### src/rtl/bus_mux_sequencer.sv
// bus_mux_sequencer: splits CPU accesses outside the 16-bit region into odd/even byte cycles on the 8-bit bus
// Optional build macro MUX_TURBO_EN: each byte phase lasts a single clk_en tick regardless of WAIT_CYCLES.
// Word address a_i[14] corresponds to CPU address line A0 (MSB); data bit [15] is CPU bit 0 (MSB), so the
// odd byte (CPU bits 8..15) is data[7:0].
module bus_mux_sequencer #(
  parameter int WAIT_CYCLES = 4
) (
  input  logic        clk_i,
  input  logic        reset_n_i,
  input  logic        clk_en_i,
  input  logic        memen_i,
  input  logic        dbin_i,
  input  logic        we_i,
  input  logic [14:0] a_i,
  input  logic [15:0] cpu_data_out_i,
  input  logic [7:0]  ext_data_in_i,
  output logic        ready_o,
  output logic        a15_o,
  output logic [7:0]  ext_data_out_o,
  output logic        ext_we_o,
  output logic [15:0] cpu_data_in_o,
  output logic        busy_o
);
  localparam int CW = $clog2(WAIT_CYCLES + 1);
`ifdef MUX_TURBO_EN
  localparam logic [CW-1:0] LOAD = '0;
`else
  localparam logic [CW-1:0] LOAD = CW'(WAIT_CYCLES - 1);
`endif
  typedef enum logic [1:0] {IDLE, ODD, EVEN, DONE} state_t;
  state_t state_q, state_d;
  logic [CW-1:0] cnt_q, cnt_d;
  logic ready_q, ready_d, a15_q, a15_d;
  logic [15:0] rdata_q, rdata_d;
  logic wide, unused_a;
  assign wide = (a_i[14:12] == 3'b000) || (a_i[14:12] == 3'b100 && a_i[11:9] == 3'b000);
  assign unused_a = ^a_i[8:0];
  // state, counter and registered CPU-facing outputs; everything holds while clk_en is low
  always_ff @(posedge clk_i or negedge reset_n_i) begin
    if (!reset_n_i) begin
      state_q <= IDLE;
      cnt_q   <= '0;
      ready_q <= 1'b1;
      a15_q   <= 1'b0;
      rdata_q <= '0;
    end else if (clk_en_i) begin
      state_q <= state_d;
      cnt_q   <= cnt_d;
      ready_q <= ready_d;
      a15_q   <= a15_d;
      rdata_q <= rdata_d;
    end
  end
  // sequencing: start on a narrow access, count each byte phase, abort whenever memen drops mid-sequence
  always_comb begin
    state_d = state_q;
    cnt_d   = cnt_q;
    ready_d = ready_q;
    a15_d   = a15_q;
    rdata_d = rdata_q;
    case (state_q)
      IDLE: if (memen_i && !wide) begin
        state_d = ODD;
        ready_d = 1'b0;
        a15_d   = 1'b1;
        cnt_d   = LOAD;
      end
      ODD: if (!memen_i) begin
        state_d = IDLE;
        ready_d = 1'b1;
        a15_d   = 1'b0;
        cnt_d   = '0;
      end else if (cnt_q == '0) begin
        rdata_d[7:0] = dbin_i ? ext_data_in_i : rdata_q[7:0];
        state_d      = EVEN;
        a15_d        = 1'b0;
        cnt_d        = LOAD;
      end else begin
        cnt_d = cnt_q - CW'(1);
      end
      EVEN: if (!memen_i) begin
        state_d = IDLE;
        ready_d = 1'b1;
        cnt_d   = '0;
      end else if (cnt_q == '0) begin
        rdata_d[15:8] = dbin_i ? ext_data_in_i : rdata_q[15:8];
        state_d       = DONE;
        ready_d       = 1'b1;
      end else begin
        cnt_d = cnt_q - CW'(1);
      end
      DONE: state_d = memen_i ? DONE : IDLE;
    endcase
  end
  // 8-bit bus side: write strobe and byte lane only while a byte phase of a live write is running
  always_comb begin
    busy_o         = (state_q == ODD) || (state_q == EVEN);
    ext_we_o       = ((state_q == ODD) || (state_q == EVEN)) && memen_i && we_i && !dbin_i;
    ext_data_out_o = (state_q == ODD) ? cpu_data_out_i[7:0] : (state_q == EVEN) ? cpu_data_out_i[15:8] : 8'h00;
  end
  assign ready_o       = ready_q;
  assign a15_o         = a15_q;
  assign cpu_data_in_o = rdata_q;
endmodule

### config.mk
export PLATFORM = sky130hd
export DESIGN_NAME = bus_mux_sequencer
export DESIGN_NICKNAME = d
export VERILOG_FILES = /design/src/rtl/bus_mux_sequencer.sv
export SDC_FILE = /design/constraint.sdc
export NUM_CORES = 1
export LEC_CHECK = 0
export CAP_MARGIN = 40
export CORE_AREA = 2 2 62 64
export DETAILED_ROUTE_END_ITERATION = 10
export DIE_AREA = 0 0 64 66
export GPL_ROUTABILITY_DRIVEN = 0
export PLACE_DENSITY_LB_ADDON = 0.05
export SLEW_MARGIN = 20
export SYNTH_ARGS = -nofsm -noshare
export SYNTH_HDL_FRONTEND = slang
export SYNTH_SLANG_ARGS = --single-unit
### constraint.sdc
create_clock -name clk_i -period 2.42 [get_ports clk_i]
set_clock_uncertainty 0.15 [all_clocks]
set_input_delay 0.363 -clock clk_i [delete_from_list [all_inputs] [get_ports clk_i]]
set_output_delay 0.363 -clock clk_i [all_outputs]
set_load 0.01 [all_outputs]
After elaboration in Yosys (flattened, before gate mapping)

Cells that the tools add are included.

$mul: 0
Div/mod/pow operators: 0
Bitwise logic cells: 0
Shifts and indexed selects: 0
Multiplexer cells: 24
Reduce and logical (&&, ||, !) cells: 21
Eq/ne operators: 9
$lt $le $gt $ge: 0
$add $sub $neg: 1

Operator list:

| cell                                              | number |
|---|---|
| two-way mux 8 bit                                 | 2 |
| two-way mux 3 bit                                 | 5 |
| AND reduction 5 bit                               | 3 |
| two-way mux 2 bit                                 | 6 |
| AND reduction 4 bit                               | 3 |
| logical NOT 3 bit                                 | 3 |
| != test 3 bit (second input constant)             | 3 |
| case mux 3 bit (3 select lines)                   | 1 |
| case mux 2 bit (4 select lines)                   | 1 |
| two-way mux 1 bit                                 | 7 |
| logical AND 1 bit                                 | 5 |
| == test 2 bit (second input constant)             | 2 |
| != test 2 bit (second input constant)             | 2 |
| == test 3 bit (second input constant)             | 1 |
| case mux 1 bit (3 select lines)                   | 1 |
| nonzero test 3 bit                                | 1 |
| subtractor 3 x 1 -> 3 bit (second input constant) | 1 |
| == test 2 x 1 -> 1 bit (second input constant)    | 1 |
| logical NOT 1 bit                                 | 2 |
| logical NOT 2 bit                                 | 1 |
| logical OR 1 bit                                  | 2 |
| case mux 1 bit (2 select lines)                   | 1 |
| nonzero test 2 bit                                | 1 |

Word-level logic and storage cells: 61
Input port bits: 45
Memories kept: 0
Memory bits (read-only): 0
Latch bits: 0
Bits in registers: 23
Output and inout port bits: 28
Memory bits (writable): 0

Logic depth before layout (Yosys ltp)

Gate-level depths: netlist (run 1).

Depth after elaboration: 7
Depth in mapped cells: 7
Gate-level depth less buffers: 6

Worst setup path after synthesis (run 1)

No wires, ideal clock.

Kind: reg2out
Start: register state_q[0]
End: output ext_data_out_o[0]
Setup slack: 570 ps
Data required time: 1907 ps
Path buffers: 2
Cell stages (with the launch flop): 7
Arrival: 1337 ps
Cells stage by stage: dfrtp_1 inv_1 ha_1 buf_2 nor2b_1 clkbuf_1 a22o_1

Longest elaborated chain between the ends: 3
Elaborated cells on any way between the ends: 4
Classes of those cells: 2 x eq/ne; 2 x mux

Ends and longest elaborated chain:

| element                | line | text |
|---|---|---|
| start, declared        | 31   | `state_t state_q, state_d;` |
| start signal, assigned | 47   | `state_q <= state_d;` |
| == test 2 bit          | 99   | `ext_data_out_o = (state_q == ODD) ? cpu_data_out_i[7:0] : (state_q == EVEN) ? cpu_data_out_i[15:8] : 8'h00;` |
| two-way mux 8 bit      | 99   |  |
| two-way mux 8 bit (*)  | 99   |  |
| end, declared          | 19   | `output logic [7:0] ext_data_out_o,` |

Mark *: on every way between the ends. The rest lies on a longest branch, timed or not.

Worst setup path in the final report (run 1)

Start: register state_q[0]
End: output ext_data_out_o[4]

Same word-level chain as after synthesis.

==> impl_metrics.json, run 1 <==
{
  "start_util_pct": 36.7,
  "synth_top_area_cell": "dfrtp_1",
  "synth_top_family_by_area": "compound AO/OA/AOI/OAI gates",
  "core_sq_mm": 0.00355,
  "p_seq_share_pct": 30.0,
  "clock-sinks": 23,
  "dr.first_iter.drc_count": 30,
  "synth_nets": 162,
  "startpoint_type": "register",
  "wl_per_cell_microns": 14.4,
  "hp-class": "in -> async",
  "max_cap_viol_count": 0,
  "firstDrtPassIters": 4,
  "antenna_found_initial": 0,
  "p_comb_share_pct": 60.5,
  "yosys_warnings": 0,
  "maxSlewViolCount": 0,
  "ant_nets": 0,
  "synth_cell_types": 34,
  "synth_xor_area_share_pct": 0,
  "diodes": 0,
  "crit_required_ps": 1910,
  "final_cell_mix": "clkdlybuf4s50_1 (54), dfrtp_1 (22), mux2_2 (18)",
  "clk_latency_ps": 320,
  "ys_seq_elements": 23,
  "fin_nets": 237,
  "place_inst": 222,
  "muxShareOfSynthArea_pct": 16.4,
  "critPathKind": "reg -> out",
  "cts_tree": "done",
  "syn_area_per_cell_sq_um": 11.9,
  "synth_cells": 110,
  "syn_area_sq_mm": 0.00130,
  "clk_pin_slew_ps": 140,
  "cpPeakStageDelay_ps": 430,
  "die_w_microns": 64,
  "drive_above_1_share_pct": 28.8,
  "port_buffers": 63,
  "switchingPower_uw": 699,
  "grt_pass1_wl_microns": 5480,
  "ys_top_cells_by_area": "dfrtp_1 (42%), mux2_2 (16%), ha_1 (6.7%)",
  "min_period_ps": 2320,
  "cellLeakagePower_nw": 0.913,
  "io_pins": 73,
  "setup_viol": 0,
  "critical_path_arrival_ps": 1810,
  "grt_max_degree": 18,
  "synthSimpleGateAreaFrac_pct": 11.6,
  "p_clk_share_pct": 9.6,
  "mostFrequentLayoutCell": "clkdlybuf4s50_1",
  "finalCritPeriodShare_pct": 96.0,
  "cp-end-kind": "output pin",
  "hold_viol_final": 0,
  "grt_use_total_pct": 16.8,
  "cts_made_buffers": 3,
  "switching_share_pct": 36.8,
  "slowest_stage": "dfrtp_1",
  "cts_htree_levels": 1,
  "worstMarginPinSlew_ps": 445,
  "crit_chain": "buf_4 > ha_1 > buf_4 > a22o_1 > dlygate4sd2_1",
  "ys_seq_area_share_pct": 44.2,
  "die_height_microns": 66,
  "synth_top_area_share_pct": 42.2,
  "rsz0062_at_grt": "no",
  "wirelength_microns": 3350,
  "synthAdderAreaFrac_pct": 6.72,
  "hold_buffers": 0,
  "path_max_fanout": 17,
  "drc_errors": 0,
  "grt_pass1_vias": 1181,
  "finalSetupTns_ps": 0,
  "synth_compound_area_share_pct": 16.8,
  "timing.critical_path.mode_cell": "buf_4",
  "outcome": "finished, final reports clean",
  "ir_worst_vdd_uv": 382,
  "overflow": 0,
  "cts_root_buffer": "clkbuf_4",
  "die_area_sq_mm": 0.00422,
  "detailed_place_hpwl_microns": 2580,
  "p_int_mw": 1.20,
  "dr_total_vias": 1109,
  "rows": 22,
  "vias_per_cell": 4.78,
  "fmax_ghz": 0.430,
  "cts_buffer_depth": 2,
  "slew-limit-headroom_pct": 69.8,
  "p_per_area_mw_per_mm2": 929,
  "stdcell_count": 232,
  "area_growth_pct": 56.9
}
-- cell families (layout without fill, tap and decap cells) --
logic type / count (synthesis) / count (layout)
buffers and inverters: 12 / 86
adders and majority gates: 7 / 7
AOI/OAI and AO/OA: 26 / 26
DFF: 23 / 23
and+or+nand+nor: 23 / 23
muxes: 19 / 19
-- per-layer routing --
layer  part of all wire (%)  GRT usage [%]  wire length (microns)  vias to the layer above
met5                      0              0                      0                        -
met4                   0.69           5.98                     23                        0
met3                    7.5           3.92                    253                        2
met2                     48           28.9                   1600                       40
met1                     44           20.6                   1470                      523
li1                       -              -                      -                      544
-- per-stage QoR --
step / hold WS [ps] / area (sq um) / util (%) / setup WS (ps) / power (mW)
after floorplan: -82.6 / 1300 / - / 570 / 1.18
after global placement: 340 / 2010 / 56.6 / 194 / 1.70
after detailed placement: 345 / 2010 / 56.6 / 199 / 1.73
after CTS: 187 / 2080 / 58.6 / 12.5 / 1.94
after global routing: 184 / 2050 / 57.6 / 28.7 / 2.04
final: 169 / 2050 / 57.6 / 95.8 / 1.90
-- worst paths after layout --
path	cells past startpoint	slack (ps)	start	to
worst min register to register	1	370	cpu_data_in_o[15]	cpu_data_in_o[15]
worst min-delay path	1	170	reset_n_i	cpu_data_in_o[4]
min in group clk_i	1	370	cpu_data_in_o[15]	cpu_data_in_o[15]
worst max register to register	6	420	state_q[0]	cnt_q[2]
max in group asynchronous	2	1380	reset_n_i	cpu_data_in_o[3]
worst max-delay path	5	100	state_q[0]	ext_data_out_o[4]
-- cell usage after synthesis, drive strengths merged --
| library cell | number |
|---|---|
| dfrtp | 22 |
| mux2 | 19 |
| a22o | 8 |
| ha | 7 |
| inv | 7 |
| nand2 | 6 |
| o21ai | 5 |
| a21boi | 3 |
| buf | 3 |
| nand4 | 3 |
| nor2 | 3 |
| o21ba | 3 |
| a21oi | 2 |
| a31oi | 2 |
| clkbuf | 2 |
| nand2b | 2 |
| nand3 | 2 |
| nor3b | 2 |
| o311ai | 2 |
| and2b | 1 |
| and3b | 1 |
| dfstp | 1 |
| nor2b | 1 |
| nor3 | 1 |
| o2bb2ai | 1 |
| or4b | 1 |
-- layout make-up --
| class | count | area, sq um |
|---|---|---|
| Timing Repair Buffer | 75 | 683 |
| Fill cell | 313 | 1510 |
| Multi-Input combinational cell | 75 | 672 |
| Tap cell | 48 | 60.1 |
| Inverter | 7 | 26.3 |
| Sequential cell | 23 | 577 |
| Clock buffer | 3 | 22.5 |
| Clock inverter | 1 | 5.00 |
-- worst max-delay path, delay by kind of cell, from the launching register on --
kind,cells,cell delay [ps]
AO/OA/AOI/OAI,1,210
adder cells (fa/ha/maj),1,210
buffers and inverters,3,640
flip-flops,1,430
-- flip-flops by register name, summed over array words and instances (netlist names) --
signal / cells
cpu_data_in_o: 16
ready_o: 1
state_q: 2
a15_o: 1
cnt_q: 3
-- timing repair --
item / 4_1_cts / 5_1_grt
setup endpoints to repair: 9 / 7
buffers inserted: 6 / 0
gates resized for setup: 16 / 7
-- power by group through the flow --
stage          Clock [mW]  Combinational [mW]  Sequential, mW
6_report            0.182                1.15           0.570
5_1_grt             0.204                1.26           0.583
4_1_cts             0.187                1.18           0.569
3_5_place_dp            0                1.14           0.589
3_3_place_gp            0                1.12           0.582
2_1_floorplan           0               0.566           0.617
No activity file was read; power rests on OpenSTA's default activity.
==> inputs of run 2 (changes only) <==
SETUP_SLACK_MARGIN = 0.3   (was unset)
SLEW_MARGIN = unset   (was 20)
==> run 2 against run 1 <==
Effect of this change:
- clock-buffer cell count is the same
- clock power is essentially flat
- combinational power is essentially flat
- die area is the same
- largest cell class is now multi-input gates
- global-route usage grew 0.11 points
==> impl_metrics.json, run 2 (synthesis results as in run 1) <==
{
  "outcome": "finished, final reports clean",
  "cts_tree": "done",
  "final_cell_mix": "clkdlybuf4s50_1 (53), dfrtp_1 (21), mux2_2 (18)",
  "port_buffers": 63,
  "cp_num_buf_inv": 4,
  "p_clk_share_pct": 9.4,
  "grt_pass1_vias": 1204,
  "crit_required_ps": 1910,
  "switching_share_pct": 37.2,
  "cts_buffer_depth": 2,
  "hp-class": "in -> async",
  "diodes": 0,
  "maxSlewViolCount": 0,
  "wirelength_microns": 3410,
  "cts_made_buffers": 3,
  "worstMarginPinSlew_ps": 446,
  "slowest_stage": "dfrtp_1",
  "detailed_place_hpwl_microns": 2580,
  "path_max_fanout": 5,
  "firstDrtPassIters": 4,
  "overflow": 0,
  "ff2ff_path_depth": 6,
  "core_sq_mm": 0.00355,
  "p_seq_share_pct": 29.8,
  "finalSetupTns_ps": 0,
  "min_period_ps": 2200,
  "area_growth_pct": 58.9,
  "wl_per_cell_microns": 14.7,
  "rows": 22,
  "finalCritPeriodShare_pct": 91.0,
  "r2r-start": "state_q[1]",
  "drc_errors": 0,
  "worst-r2r-setup-slack_ps": 490,
  "cp_top_family": "buffers and inverters",
  "timing.critical_path.mode_cell": "buf_6",
  "fin_area_sq_mm": 0.00207,
  "r2r-end": "cnt_q[2]",
  "cts_htree_levels": 1,
  "clk_latency_ps": 320,
  "clk_pin_slew_ps": 140,
  "start_util_pct": 36.7,
  "grt_pass1_wl_microns": 5510,
  "startpoint_type": "register",
  "grt_use_total_pct": 16.9,
  "critPathKind": "reg -> out",
  "hold_viol_final": 0,
  "slew-limit-headroom_pct": 69.8,
  "max_cap_viol_count": 0,
  "p_comb_share_pct": 60.7,
  "antenna_found_initial": 0,
  "fin_nets": 236,
  "fin_hold_ws_ps": 170,
  "drive_above_1_share_pct": 32.2,
  "fin_ws_ps": 217,
  "place_area_sq_mm": 0.00201,
  "cts_root_buffer": "clkbuf_4",
  "die_w_microns": 64,
  "switchingPower_uw": 719,
  "stdcell_count": 231,
  "largest_reg_flops": 16,
  "cellLeakagePower_nw": 0.909,
  "mostFrequentLayoutCell": "clkdlybuf4s50_1",
  "critical_path_arrival_ps": 1690,
  "setup_viol": 0,
  "die_height_microns": 66,
  "io_pins": 73,
  "p_per_area_mw_per_mm2": 932,
  "dr.first_iter.drc_count": 39,
  "die_area_sq_mm": 0.00422,
  "fill_cells": 307,
  "p_int_mw": 1.21,
  "ir_worst_vdd_uv": 388,
  "dr_total_vias": 1113,
  "dp_slack_ps": 199,
  "crit_chain": "buf_6 > ha_4 > nor2b_4 > buf_6 > buf_6 > a22o_1 > buf_2",
  "ant_nets": 0,
  "utilization_pct": 58.4,
  "total_power_mw": 1.93,
  "grt_max_degree": 18,
  "fmax_ghz": 0.454,
  "rsz0062_at_grt": "yes",
  "vias_per_cell": 4.82,
  "cpPeakStageDelay_ps": 420,
  "cp-end-kind": "output pin",
  "place_inst": 222,
  "clock-sinks": 23
}
## run 2: changes by cell type in the layout (fill, tap and decap cells not counted), moves of 2 or more
| cell | previous run | this run |
|---|---|---|
| clkbuf_2 | 7 | 0 |
| buf_6 | 0 | 5 |
| buf_2 | 0 | 9 |
| ha_1 | 7 | 5 |
| buf_4 | 12 | 6 |
## run 2: power by group through the flow
stage | registers (mW) | clock network [mW] | logic (mW)
finish | 0.576 | 0.182 | 1.17
global route | 0.594 | 0.204 | 1.27
CTS | 0.577 | 0.187 | 1.17
detailed placement | 0.589 | 0 | 1.14
global placement | 0.582 | 0 | 1.12
floorplan | 0.617 | 0 | 0.566
## run 2: timing repair
item                       in CTS  in global routing
buffers inserted                5                  0
setup endpoints to repair      10                 10
resized for setup              48                  1
pin swaps                       2                  3
hold buffers                    0                  0
## run 2: layout make-up
type                       instances  area, sq um  share of cell area (%)
multi-input combinational         75          694                    33.5
timing repair buffer              74          686                    33.1
sequential                        23          578                    27.9
tap                               48         60.1                    2.90
inverter                           7         26.3                    1.27
clock buffer                       3         22.5                    1.09
clock inverter                     1         5.00                   0.242
## run 2: worst max-delay path by stage
| stage | from | to | slack [ps] | cells past startpoint |
|---|---|---|---|---|
| finish | state_q[1] | ext_data_out_o[3] | 220 | 7 |
| global route | state_q[1] | ext_data_out_o[7] | 180 | 7 |
| CTS | state_q[0] | ext_data_out_o[0] | 210 | 7 |
| detailed placement | memen_i | ext_we_o | 200 | 4 |
| global placement | memen_i | ext_we_o | 190 | 4 |
| floorplan | state_q[0] | ext_data_out_o[0] | 570 | 6 |
## run 2: worst reg2reg max path, delay by kind of cell, from the launching register on
kind / cells / cell delay, ps
buffers and inverters: 2 / 260
and+or+nand+nor: 1 / 500
adders and majority gates: 1 / 210
AOI/OAI and AO/OA: 2 / 290
DFF: 1 / 420
## run 2: layer usage
| metal | GRT usage (%) | routed length, microns |
|---|---|---|
| met1 | 20.0 | 1460 |
| met2 | 29.9 | 1650 |
| met3 | 4.09 | 268 |
| met4 | 5.71 | 23 |
| met5 | 0 | 0 |
